==> src/rtl/lcd_pkg.sv <==
// Shared definitions for the HD44780 character-LCD controller.
//   - lcd_state_e : controller FSM states
//   - LCD_*       : init command bytes, replayed in this order at power-up
//   - INIT_LEN    : number of init bytes
//   - is_long_cmd : true for clear/home commands, which need the long wait
//   - max_u       : helper for sizing the shared down-counter
package lcd_pkg;

  typedef enum logic [2:0] {
    S_PWRON,
    S_LOAD,
    S_SETUP,
    S_EN,
    S_HOLD,
    S_WAIT,
    S_IDLE
  } lcd_state_e;

  localparam logic [7:0] LCD_FUNC_SET = 8'h38;  // 8-bit bus, 2 lines, 5x8 font
  localparam logic [7:0] LCD_DISP_ON  = 8'h0C;  // display on, cursor off
  localparam logic [7:0] LCD_CLEAR    = 8'h01;  // clear display
  localparam logic [7:0] LCD_ENTRY    = 8'h06;  // increment, no shift

  localparam int INIT_LEN = 4;
  localparam int IDX_W    = 2;
  localparam logic [IDX_W-1:0] INIT_LAST = IDX_W'(INIT_LEN - 1);

  // Clear (0x01) and return-home (0x02/0x03) run far longer inside the
  // controller than every other command or data write.
  function automatic logic is_long_cmd(input logic rs, input logic [7:0] data);
    return (rs == 1'b0) && (data inside {8'h01, 8'h02, 8'h03});
  endfunction

  function automatic int unsigned max_u(input int unsigned a, input int unsigned b);
    return (a > b) ? a : b;
  endfunction

endpackage

==> src/rtl/lcd_init_rom.sv <==
// Power-up init byte table for the HD44780 controller.
// Built only when LCD_AUTO_INIT_EN is defined; without it the host issues
// the init commands itself and no table exists.
// Ports:
//   idx  : init entry index, 0..INIT_LEN-1
//   data : command byte for that entry (all entries are rs=0 commands)
`ifdef LCD_AUTO_INIT_EN
module lcd_init_rom
  import lcd_pkg::*;
(
  input  logic [IDX_W-1:0] idx,
  output logic [7:0]       data
);

  always_comb begin
    data = LCD_FUNC_SET;
    case (idx)
      2'd0: data = LCD_FUNC_SET;
      2'd1: data = LCD_DISP_ON;
      2'd2: data = LCD_CLEAR;
      2'd3: data = LCD_ENTRY;
      default: data = LCD_FUNC_SET;
    endcase
  end

endmodule
`endif

==> src/rtl/lcd_hd44780_ctrl.sv <==
// HD44780 character-LCD write controller.
// Turns byte-write requests into timed LCD_DATA/RS/EN waveforms, spacing
// each transfer by the controller's execution time. With LCD_AUTO_INIT_EN
// defined it also waits for power-up and plays the init sequence itself;
// without it, the controller is ready one cycle after reset.
//
// Handshake: a request transfers on a rising clk edge where i_req_vld and
// o_req_rdy are both 1. o_req_rdy is 1 only while idle; i_req_vld is ignored
// otherwise and nothing is queued, so the requester holds i_req_vld and its
// rs/data stable until the transfer edge.
//
// Ports:
//   i_clk, i_rst  : clock, synchronous active-high reset
//   i_req_vld/o_req_rdy, i_req_rs, i_req_data : write request (rs=1 data)
//   o_busy        : FSM not idle
//   o_init_done   : init complete, sticky until reset
//   o_lcd_*       : registered LCD pad drives (rw is always 0)
module lcd_hd44780_ctrl
  import lcd_pkg::*;
#(
  parameter int unsigned T_PWRON = 410000,
  parameter int unsigned T_SETUP = 2,
  parameter int unsigned T_EN    = 13,
  parameter int unsigned T_HOLD  = 2,
  parameter int unsigned T_CMD   = 1100,
  parameter int unsigned T_CLR   = 45000
) (
  input  logic       i_clk,
  input  logic       i_rst,
  input  logic       i_req_vld,
  output logic       o_req_rdy,
  input  logic       i_req_rs,
  input  logic [7:0] i_req_data,
  output logic       o_busy,
  output logic       o_init_done,
  output logic [7:0] o_lcd_data,
  output logic       o_lcd_rs,
  output logic       o_lcd_en,
  output logic       o_lcd_rw,
  output logic       o_lcd_on
);

  localparam int unsigned T_MAX = max_u(max_u(max_u(T_PWRON, T_SETUP), max_u(T_EN, T_HOLD)),
                                        max_u(T_CMD, T_CLR));
  localparam int CNT_W = $clog2(T_MAX) + 1;

  // Counter reload values: a phase lasting T cycles loads T-1 on entry
  // and moves on when the counter reads zero.
  localparam logic [CNT_W-1:0] LD_SETUP = CNT_W'(T_SETUP - 1);
  localparam logic [CNT_W-1:0] LD_EN    = CNT_W'(T_EN - 1);
  localparam logic [CNT_W-1:0] LD_HOLD  = CNT_W'(T_HOLD - 1);
  localparam logic [CNT_W-1:0] LD_CMD   = CNT_W'(T_CMD - 1);
  localparam logic [CNT_W-1:0] LD_CLR   = CNT_W'(T_CLR - 1);

  lcd_state_e       state;
  logic [CNT_W-1:0] cnt;

`ifdef LCD_AUTO_INIT_EN
  localparam logic [CNT_W-1:0] LD_PWRON = CNT_W'(T_PWRON - 1);

  logic [IDX_W-1:0] idx;
  logic [7:0]       rom_data;

  lcd_init_rom u_init_rom (
    .idx  (idx),
    .data (rom_data)
  );
`endif

  always_ff @(posedge i_clk) begin
    if (i_rst) begin
      state       <= S_PWRON;
      cnt         <= '0;
      o_req_rdy   <= 1'b0;
      o_busy      <= 1'b1;
      o_init_done <= 1'b0;
      o_lcd_data  <= 8'h00;
      o_lcd_rs    <= 1'b0;
      o_lcd_en    <= 1'b0;
      o_lcd_rw    <= 1'b0;
      o_lcd_on    <= 1'b0;
`ifdef LCD_AUTO_INIT_EN
      idx         <= '0;
`endif
    end else begin
      case (state)
        S_PWRON: begin
`ifdef LCD_AUTO_INIT_EN
          // o_lcd_on is still 0 only on the first cycle out of reset; use
          // that cycle to load the power-up wait into the cleared counter.
          if (!o_lcd_on) begin
            o_lcd_on <= 1'b1;
            cnt      <= LD_PWRON;
          end else if (cnt == '0) begin
            state <= S_LOAD;
          end else begin
            cnt <= cnt - CNT_W'(1);
          end
`else
          o_lcd_on    <= 1'b1;
          o_init_done <= 1'b1;
          o_req_rdy   <= 1'b1;
          o_busy      <= 1'b0;
          state       <= S_IDLE;
`endif
        end

        S_LOAD: begin
`ifdef LCD_AUTO_INIT_EN
          o_lcd_rs   <= 1'b0;
          o_lcd_data <= rom_data;
          cnt        <= LD_SETUP;
          state      <= S_SETUP;
`else
          state <= S_PWRON;
`endif
        end

        S_SETUP: begin
          if (cnt == '0) begin
            o_lcd_en <= 1'b1;
            cnt      <= LD_EN;
            state    <= S_EN;
          end else begin
            cnt <= cnt - CNT_W'(1);
          end
        end

        S_EN: begin
          if (cnt == '0) begin
            o_lcd_en <= 1'b0;
            cnt      <= LD_HOLD;
            state    <= S_HOLD;
          end else begin
            cnt <= cnt - CNT_W'(1);
          end
        end

        S_HOLD: begin
          if (cnt == '0) begin
            // rs/data are still the latched byte, so classify it here.
            cnt   <= is_long_cmd(o_lcd_rs, o_lcd_data) ? LD_CLR : LD_CMD;
            state <= S_WAIT;
          end else begin
            cnt <= cnt - CNT_W'(1);
          end
        end

        S_WAIT: begin
          if (cnt == '0) begin
`ifdef LCD_AUTO_INIT_EN
            if (!o_init_done && (idx != INIT_LAST)) begin
              idx   <= idx + IDX_W'(1);
              state <= S_LOAD;
            end else begin
              o_init_done <= 1'b1;
              o_req_rdy   <= 1'b1;
              o_busy      <= 1'b0;
              state       <= S_IDLE;
            end
`else
            o_req_rdy <= 1'b1;
            o_busy    <= 1'b0;
            state     <= S_IDLE;
`endif
          end else begin
            cnt <= cnt - CNT_W'(1);
          end
        end

        S_IDLE: begin
          if (i_req_vld && o_req_rdy) begin
            o_lcd_rs   <= i_req_rs;
            o_lcd_data <= i_req_data;
            cnt        <= LD_SETUP;
            o_req_rdy  <= 1'b0;
            o_busy     <= 1'b1;
            state      <= S_SETUP;
          end
        end

        default: state <= S_PWRON;
      endcase
    end
  end

endmodule

==> config.mk <==
export PLATFORM = sky130hd
export DESIGN_NAME = lcd_hd44780_ctrl
export DESIGN_NICKNAME = d
export VERILOG_FILES = /design/src/rtl/lcd_pkg.sv /design/src/rtl/lcd_init_rom.sv /design/src/rtl/lcd_hd44780_ctrl.sv
export SDC_FILE = /design/constraint.sdc
export NUM_CORES = 1
export LEC_CHECK = 0
export ABC_CLOCK_PERIOD_IN_PS = 2600
export BUFFER_PORTS_ARGS = -buffer_cell sky130_fd_sc_hd__buf_2
export CAP_MARGIN = 20
export CORE_MARGIN = 5
export CORE_UTILIZATION = 45
export CTS_BUF_LIST = sky130_fd_sc_hd__clkbuf_2
export CTS_CLUSTER_DIAMETER = 60
export DETAILED_ROUTE_END_ITERATION = 8
export GPL_TIMING_DRIVEN = 1
export PLACE_DENSITY = 0.63
export SYNTH_ARGS = -nofsm -noshare
export SYNTH_HDL_FRONTEND = slang
export SYNTH_SLANG_ARGS = --single-unit
==> constraint.sdc <==
create_clock -name i_clk -period 2.6 [get_ports i_clk]
set_input_delay 0.52 -clock i_clk [delete_from_list [all_inputs] [get_ports i_clk]]
set_output_delay 0.52 -clock i_clk [all_outputs]
set_load 0.01 [all_outputs]
* Word-level counts from Yosys, hierarchy flattened
Cells that the tools add are included.
Word-level totals: register bits after elaboration 36, bits of input ports 12, output and inout port bits 15, logic and storage cells 57
Operators by class: add/subtract/negate cells 1, eq/ne operators 14, muxes and demuxes 20, bitwise logic cells 1, reduce and logical (&&, ||, !) cells 13
Operator list (count):
- $mux 20 | 5
- $pmux 20 s5 | 1
- $logic_not 20->1 | 1
- $sub 20x1->20 const B | 1
- $pmux 3 s6 | 1
- $eq 8x2->1 const B | 2
- $mux 16 | 1
- $mux 3 | 5
- $ne 2x2->1 const B | 6
- $eq 3x3->1 const B | 3
- $reduce_and 3->1 | 3
- $eq 8x1->1 const B | 1
- $eq 3x2->1 const B | 2
- $pmux 1 s3 | 2
- $reduce_bool 3->1 | 2
- $reduce_and 5->1 | 1
- $reduce_bool 5->1 | 1
- $mux 1 | 4
- $logic_not 3->1 | 1
- $logic_and 1x1->1 | 2
- $pmux 1 s2 | 1
- $reduce_and 2->1 | 1
- $reduce_bool 2->1 | 1
- $not 1->1 | 1

* Longest topological paths before layout
Gate-level depths: netlist of run 1.
depth after elaboration 6, gate-level depth with buffers 9, mapped depth without buffers 7

* Worst setup path after synthesis of run 1
No wires, ideal clock.
path kind register to register, from register cnt[0], to register cnt[18], library setup time 0.133 ns, data arrival time 2.256 ns, data required time 2.467 ns, path slack 0.210 ns, stages on the path, launching flop included 9, path buffers 1, cell sequence dfxtp_1 > inv_1 > ha_1 > or3b_2 > clkbuf_1 > or4_1 > or3_1 > o31ai_1 > a311oi_1
Between the ends: longest elaborated chain between the ends 3, elaborated cells between the ends (all ways) 9
RTL lines:
- from (decl) | RTL line lcd_hd44780_ctrl.sv:56 | logic [CNT_W-1:0] cnt;
- from (signal assigned) | RTL line lcd_hd44780_ctrl.sv:125 | cnt <= cnt - CNT_W'(1);
- from (signal assigned) | RTL line lcd_hd44780_ctrl.sv:135 | cnt <= cnt - CNT_W'(1);
- from (signal assigned) | RTL line lcd_hd44780_ctrl.sv:142 | cnt <= is_long_cmd(o_lcd_rs, o_lcd_data) ? LD_CLR : LD_CMD;
- $sub 20x1->20 / $logic_not 20->1 (equally long branches)
- $mux 20, or another cell as far along | RTL line lcd_hd44780_ctrl.sv:150 | if (cnt == '0) begin
- $pmux 20 s5 / $reduce_and 3->1 (equally long branches)
Parallel ways exist; a longest one is shown, timed or not. The select of a mux whose other input is x is not followed. A chain may end at the register's enable or synchronous reset.

* Final worst setup path of run 1
from register cnt[5], to register cnt[15]
Same word-level chain as after synthesis.

==> results.toml, run 1 <==
[synth]
synth.most_common_cell = "dfxtp_1"
synth-warning-count = 0
synthCells = 271
synthTopCellsByCount = "dfxtp_1, nand2_1, nor2_1, a21oi_1, o21ai_0"
synth_top_family_by_area = "compound AO/OA/AOI/OAI gates"
yosys.area_share.simple = 0.245
synth_xor_area_frac = 0.00403
yosys.area.top_type = "dfxtp_1"
synth_fa_ha_area_frac = 0.0115
synth.top_cell.area_share = 0.332
synth_async_sr_flop_share = 0
synth_area_sq_um = 2170
synth-edff-count = 0
ys_top_cells_by_area = "dfxtp_1, nand2_1, nor2_1"
avgSynthCellArea_sq_um = 8.02
synth_compound_area_frac = 0.304
ys_types = 58
synth_seq_cells = 36
synthFlopType = "dfxtp_1"
yosysSeqAreaShare = 0.332
synthMuxAreaShare = 0.0467
synthesis.nets = 285

[power]
pwr-share-clk = 0.125
power.switching_mw = 1.44
power.total_mw = 2.98
vdd_drop_max_v = 0.000588
power-per-cell-area_nw_per_um2 = 1210
power_switching_share = 0.482
combPwrFrac = 0.581
power.share.sequential = 0.295
p_int_mw = 1.54
leakagePower_nw = 0.961

[clock_tree]
postCtsHoldBufs = 0
cts_tree = "yes"
clk_latency_ns = 0.40
clk_pin_slew_worst_paths_ns = 0.21
cts_root_buf = "clkbuf_2"
clockBufferDepth = 2
cts.sinks = 36
cts_buffers = 5
h-tree-depth = 2

[sta]
hold-worst-slack_ns = 0.329
worstMarginPinSlew_ns = 0.797
post-route-min-period_ns = 2.51
timing.final.crit_share = 0.967
max_slew_margin = 0.469
finalHoldViolCount = 0
clock.fmax_ghz = 0.398
fin_setup_tns_ns = 0
fin_skew_ns = 0.0245
setup_viol = 0
rsz0062_at_grt = "false"
drv_slew = 0

[global_routing]
grt_usage = 0.191
grt_pass1_vias = 1972
grt_pass1_wl_mm = 9.60
grt_overflow = 0
grt_max_degree = 32
antenna_found_initial = 0

[route]
wl_per_cell_um = 16.4
remaining_drc_errors = 0
postRouteWirelength_mm = 5.83
drt-vias-per-instance = 6.19
detailedRoute.firstPassIterationCount = 5
drtIter0Drc = 131
num_vias = 2199
antenna_left = 0

[worst_setup_path]
crit_path_start_kind = "register"
worst-path-buf-inv = 0
crit_chain = "or4_1, or4_4, o21ba_1, o221a_2"
required_ns = 2.90
critical_path_peak_fanout = 13
crit_path_end_kind = "register"
cp_slowest_cell = "or4_1"
critPathTopFamily = "simple AND/OR/NAND/NOR gates"
crit_cells = 4
r2r_cells = 4
slowest_delay_ns = 0.66
arrival_ns = 2.82
path_class = "reg2reg"

[die]
rows = 25
initial_utilization = 0.463
fp.dieH_um = 79.5
io_pins = 27
coreArea_sq_um = 4690
die_w_um = 79.5
die-area_sq_um = 6320

[worst_hold_path]
hp-class = "in2reg"
min_path_cells = 3

[layout]
n_fill_cell = 477
diodes = 0
syn2layout_area_growth_pct = 13.7
final_nets = 314
drive_gt1_frac = 0.206
fin_cells = 355

[placement]
dp_cells = 347
gp_congestion = 0.893
portBuffers = 25
hpwl_mm = 4.18

[status]
status = "finished, final reports clean"

[flow_run]
cap_violations = 0
## cell families after synthesis
| family | Yosys count |
|---|---|
| and+or+nand+nor | 104 |
| AOI/OAI and AO/OA | 92 |
| DFF | 36 |
| buffers and inverters | 25 |
| muxes | 10 |
| adders and majority gates | 2 |
| other | 1 |
| xor gates and xnor gates | 1 |
## what timing repair did
action / in CTS / in global routing
gates resized for setup: 0 / 4
setup endpoints to repair: 0 / 4
setup buffers: 0 / 0
## cell usage in the layout (no fill, tap or decap), drive strengths merged, types with 8 or more instances in the layout
cell	n
dfxtp	36
or4	9
mux2i	9
nand2	26
buf	39
nand3	9
o21ai	15
inv	8
a21oi	15
nor2	25
nor3	8
a31oi	13
## power by group through the flow
stage          Combinational [mW]  Sequential [mW]  Clock, mW
2_1_floorplan                1.29            0.823          0
3_3_place_gp                 1.67            0.877          0
3_5_place_dp                 1.68            0.875          0
4_1_cts                      1.69            0.865      0.383
5_1_grt                      1.90            0.908      0.408
6_report                     1.73            0.878      0.372
## per-layer routing
layer	global-route usage	share of wire
met1	0.253	0.46
met2	0.302	0.45
met3	0.0406	0.069
met4	0.0739	0.021
met5	0	0
## worst paths after layout
| check | from | end | slack, ns |
|---|---|---|---|
| worst max-delay path | cnt[5]$_SDFFE_PP0P_ | cnt[15]$_SDFFE_PP0P_ | 0.09 |
| worst min-delay path | i_req_data[0] | o_lcd_data[0]$_SDFFE_PP0P_ | 0.33 |
| worst max register to register | cnt[5]$_SDFFE_PP0P_ | cnt[15]$_SDFFE_PP0P_ | 0.09 |
| worst min register to register | cnt[19]$_SDFFE_PP0P_ | cnt[19]$_SDFFE_PP0P_ | 0.49 |
## tightest hold or removal path, delay by kind of cell
kind	cells	cell delay, ns
buf+inv	1	0.07
mux	1	0.05
simple gates	1	0.07
## per-stage QoR
stage	area (sq um)	util	worst slack, ns
after detailed placement	2380	0.507	0.106
final	2470	0.526	0.0852
after global routing	2470	0.526	0.00928
after floorplan	2170	-	0.210
after CTS	2450	0.523	0.0560
after global placement	2380	0.507	0.122
## state kept, by name, indices dropped and copies added, names as in the netlist
| register | count |
|---|---|
| o_lcd_en | 1 |
| o_lcd_rs | 1 |
| state | 3 |
| cnt | 20 |
| o_lcd_data | 8 |
| o_lcd_on | 1 |
| o_busy | 1 |
| o_req_rdy | 1 |
## final cells by class
type | count | area, sq um | share of cell area
multi-input cells | 210 | 1350 | 0.546
flip-flops and latches | 36 | 722 | 0.292
repair buffers | 39 | 230 | 0.0933
well taps | 54 | 67.6 | 0.0274
clock inverters | 3 | 46.3 | 0.0188
inverters | 8 | 30.0 | 0.0122
clock buffers | 5 | 25.0 | 0.0101
Note: power is estimated with default switching activity, not from simulation.
==> run 2: changes to the inputs <==
- CORE_UTILIZATION: 45 -> 60
- PLACE_DENSITY: 0.63 -> 0.81
==> run 2 against run 1 <==
Die area down 22%. Sequential cell count unchanged. Via count rose by 2.8%. Utilization up 18 points. Cell count is 2.0% lower. Power down 1.3%. Combinational power rose by 5%. Clock power shrank 32%. Sequential power is 0.7% higher. Non-clock buffer count up 1. First-iteration DRC count rose to 3.1 times the previous value. Maximum frequency increased by 0.72%. Largest cell class unchanged. Highest routed layer unchanged.
==> results.toml, run 2 (synthesis gave the netlist of run 1 again) <==
[status]
status = "finished, final reports clean"

[layout]
syn2layout_area_growth_pct = 11.8
n_fill_cell = 301
top_regs = "cnt: 20 flops, o_lcd_data: 8 flops, state: 3 flops"
top_register = "cnt"
largest_register_ffs = 20
multi_input_area_sq_um = 1340
diodes = 0
final_cell_mix = "dfxtp_1, nand2_1, buf_2"
final_common_cell = "dfxtp_1"
final_nets = 315
drive_gt1_frac = 0.205
fin_util = 0.711
ff_latch_area_sq_um = 721

[worst_setup_path]
r2r_start = "cnt[4]$_SDFFE_PP0P_"
required_ns = 2.90
crit_path_start_kind = "register"
crit_path_end_kind = "register"
arrival_ns = 2.79
cp_slowest_cell = "or4_4"
timing.rr.end = "cnt[15]$_SDFFE_PP0P_"
r2r_cells = 5
path_class = "reg2reg"
worst-path-buf-inv = 0
critPathTopFamily = "simple AND/OR/NAND/NOR gates"
r2r_slack_ns = 0.10
critical_path_peak_fanout = 11
slowest_delay_ns = 0.65
crit_chain = "or4_1, or4_4, o31a_1, o211a_1, o221a_2"

[die]
initial_utilization = 0.636
die_w_um = 70.2
coreArea_sq_um = 3420
die-area_sq_um = 4920
rows = 21
fp.dieH_um = 70.2
io_pins = 27

[worst_hold_path]
hp-class = "in2reg"
min_to = "o_lcd_data[7]$_SDFFE_PP0P_"
min_path_cells = 3
holdCritStartpoint = "i_req_data[7]"

[route]
num_vias = 2260
drt-vias-per-instance = 6.49
postRouteWirelength_mm = 5.79
remaining_drc_errors = 0
drtIter0Drc = 407
wl_per_cell_um = 16.6
antenna_left = 0
detailedRoute.firstPassIterationCount = 8

[sta]
post-route-min-period_ns = 2.50
finalHoldViolCount = 0
fin_skew_ns = 0.0116
clock.fmax_ghz = 0.400
setup_viol = 0
drv_slew = 0
rsz0062_at_grt = "false"
timing.final.crit_share = 0.960
fin_setup_tns_ns = 0
worstMarginPinSlew_ns = 0.763
max_slew_margin = 0.486

[clock_tree]
post-cts-setup-buffers = 0
clk_pin_slew_worst_paths_ns = 0.18
clk_latency_ns = 0.38
h-tree-depth = 2
cts_buffers = 5
cts_tree = "yes"
cts_root_buf = "clkbuf_2"
clockBufferDepth = 2
cts.sinks = 36

[power]
leakagePower_nw = 0.954
combPwrFrac = 0.614
power.switching_mw = 1.43
power.total_mw = 2.94
power.share.sequential = 0.301
pwr-share-clk = 0.086
power_switching_share = 0.486
p_int_mw = 1.51
vdd_drop_max_v = 0.000927
power-per-cell-area_nw_per_um2 = 1210

[global_routing]
grt_pass1_vias = 2055
antenna_found_initial = 0
grt_pass1_wl_mm = 9.54
grt_overflow = 0
grt_usage = 0.238
grt_max_degree = 32

[placement]
hpwl_mm = 4.23
gp_congestion = 0.941
portBuffers = 25

[flow_run]
cap_violations = 0
## run 2: worst register-to-register path, delay by kind of cell, from the launching register on
| family | cells | cell delay [ns] |
|---|---|---|
| simple gates | 2 | 1.30 |
| compound gates | 3 | 0.74 |
| flops | 1 | 0.38 |
## run 2: power by group through the flow
stage / logic, mW / clock network (mW) / registers (mW)
6_report: 1.81 / 0.252 / 0.884
5_1_grt: 1.97 / 0.287 / 0.904
4_1_cts: 1.74 / 0.258 / 0.872
3_5_place_dp: 1.73 / 0 / 0.882
3_3_place_gp: 1.70 / 0 / 0.881
2_1_floorplan: 1.29 / 0 / 0.823
## run 2: worst max-delay path by stage
stage                              from                   end  cells past startpoint
global route        cnt[4]$_SDFFE_PP0P_   cnt[6]$_SDFFE_PP0P_                      7
CTS                 cnt[4]$_SDFFE_PP0P_  cnt[18]$_SDFFE_PP0P_                      6
global placement    cnt[0]$_SDFFE_PP0P_  cnt[18]$_SDFFE_PP0P_                      7
floorplan           cnt[0]$_SDFFE_PP0P_  cnt[18]$_SDFFE_PP0P_                      8
detailed placement  cnt[0]$_SDFFE_PP0P_  cnt[18]$_SDFFE_PP0P_                      7
finish              cnt[4]$_SDFFE_PP0P_  cnt[15]$_SDFFE_PP0P_                      5
## run 2: layout make-up
class | instances | area share
Sequential cell | 36 | 0.297
Tap cell | 46 | 0.0237
Clock inverter | 1 | 0.00155
Inverter | 8 | 0.0124
Clock buffer | 7 | 0.0144
Multi-Input combinational cell | 210 | 0.553
Timing Repair Buffer | 40 | 0.0979
## run 2: repair_timing
action	CTS	global route
endpoints found under the setup margin	0	5
hold buffers	0	0
hold endpoints to repair	0	0
gates resized for setup	0	4
## run 2: per-stage QoR
| stage | hold WS [ns] | setup WS (ns) | instances | area [sq um] |
|---|---|---|---|---|
| floorplan | 0.441 | 0.210 | 271 | 2170 |
| global placement | 0.457 | 0.154 | 340 | 2380 |
| detailed placement | 0.488 | 0.119 | 340 | 2380 |
| CTS | 0.350 | 0.0967 | 348 | 2420 |
| global route | 0.340 | 0.0268 | 348 | 2430 |
| finish | 0.358 | 0.103 | 348 | 2430 |
## run 2: layer usage
metal	vias to the layer above	wire length, um	GRT usage
li1	1088	-	-
met1	1049	2680	0.320
met2	103	2540	0.364
met3	20	435	0.0574
met4	0	129	0.0936
met5	-	0	0
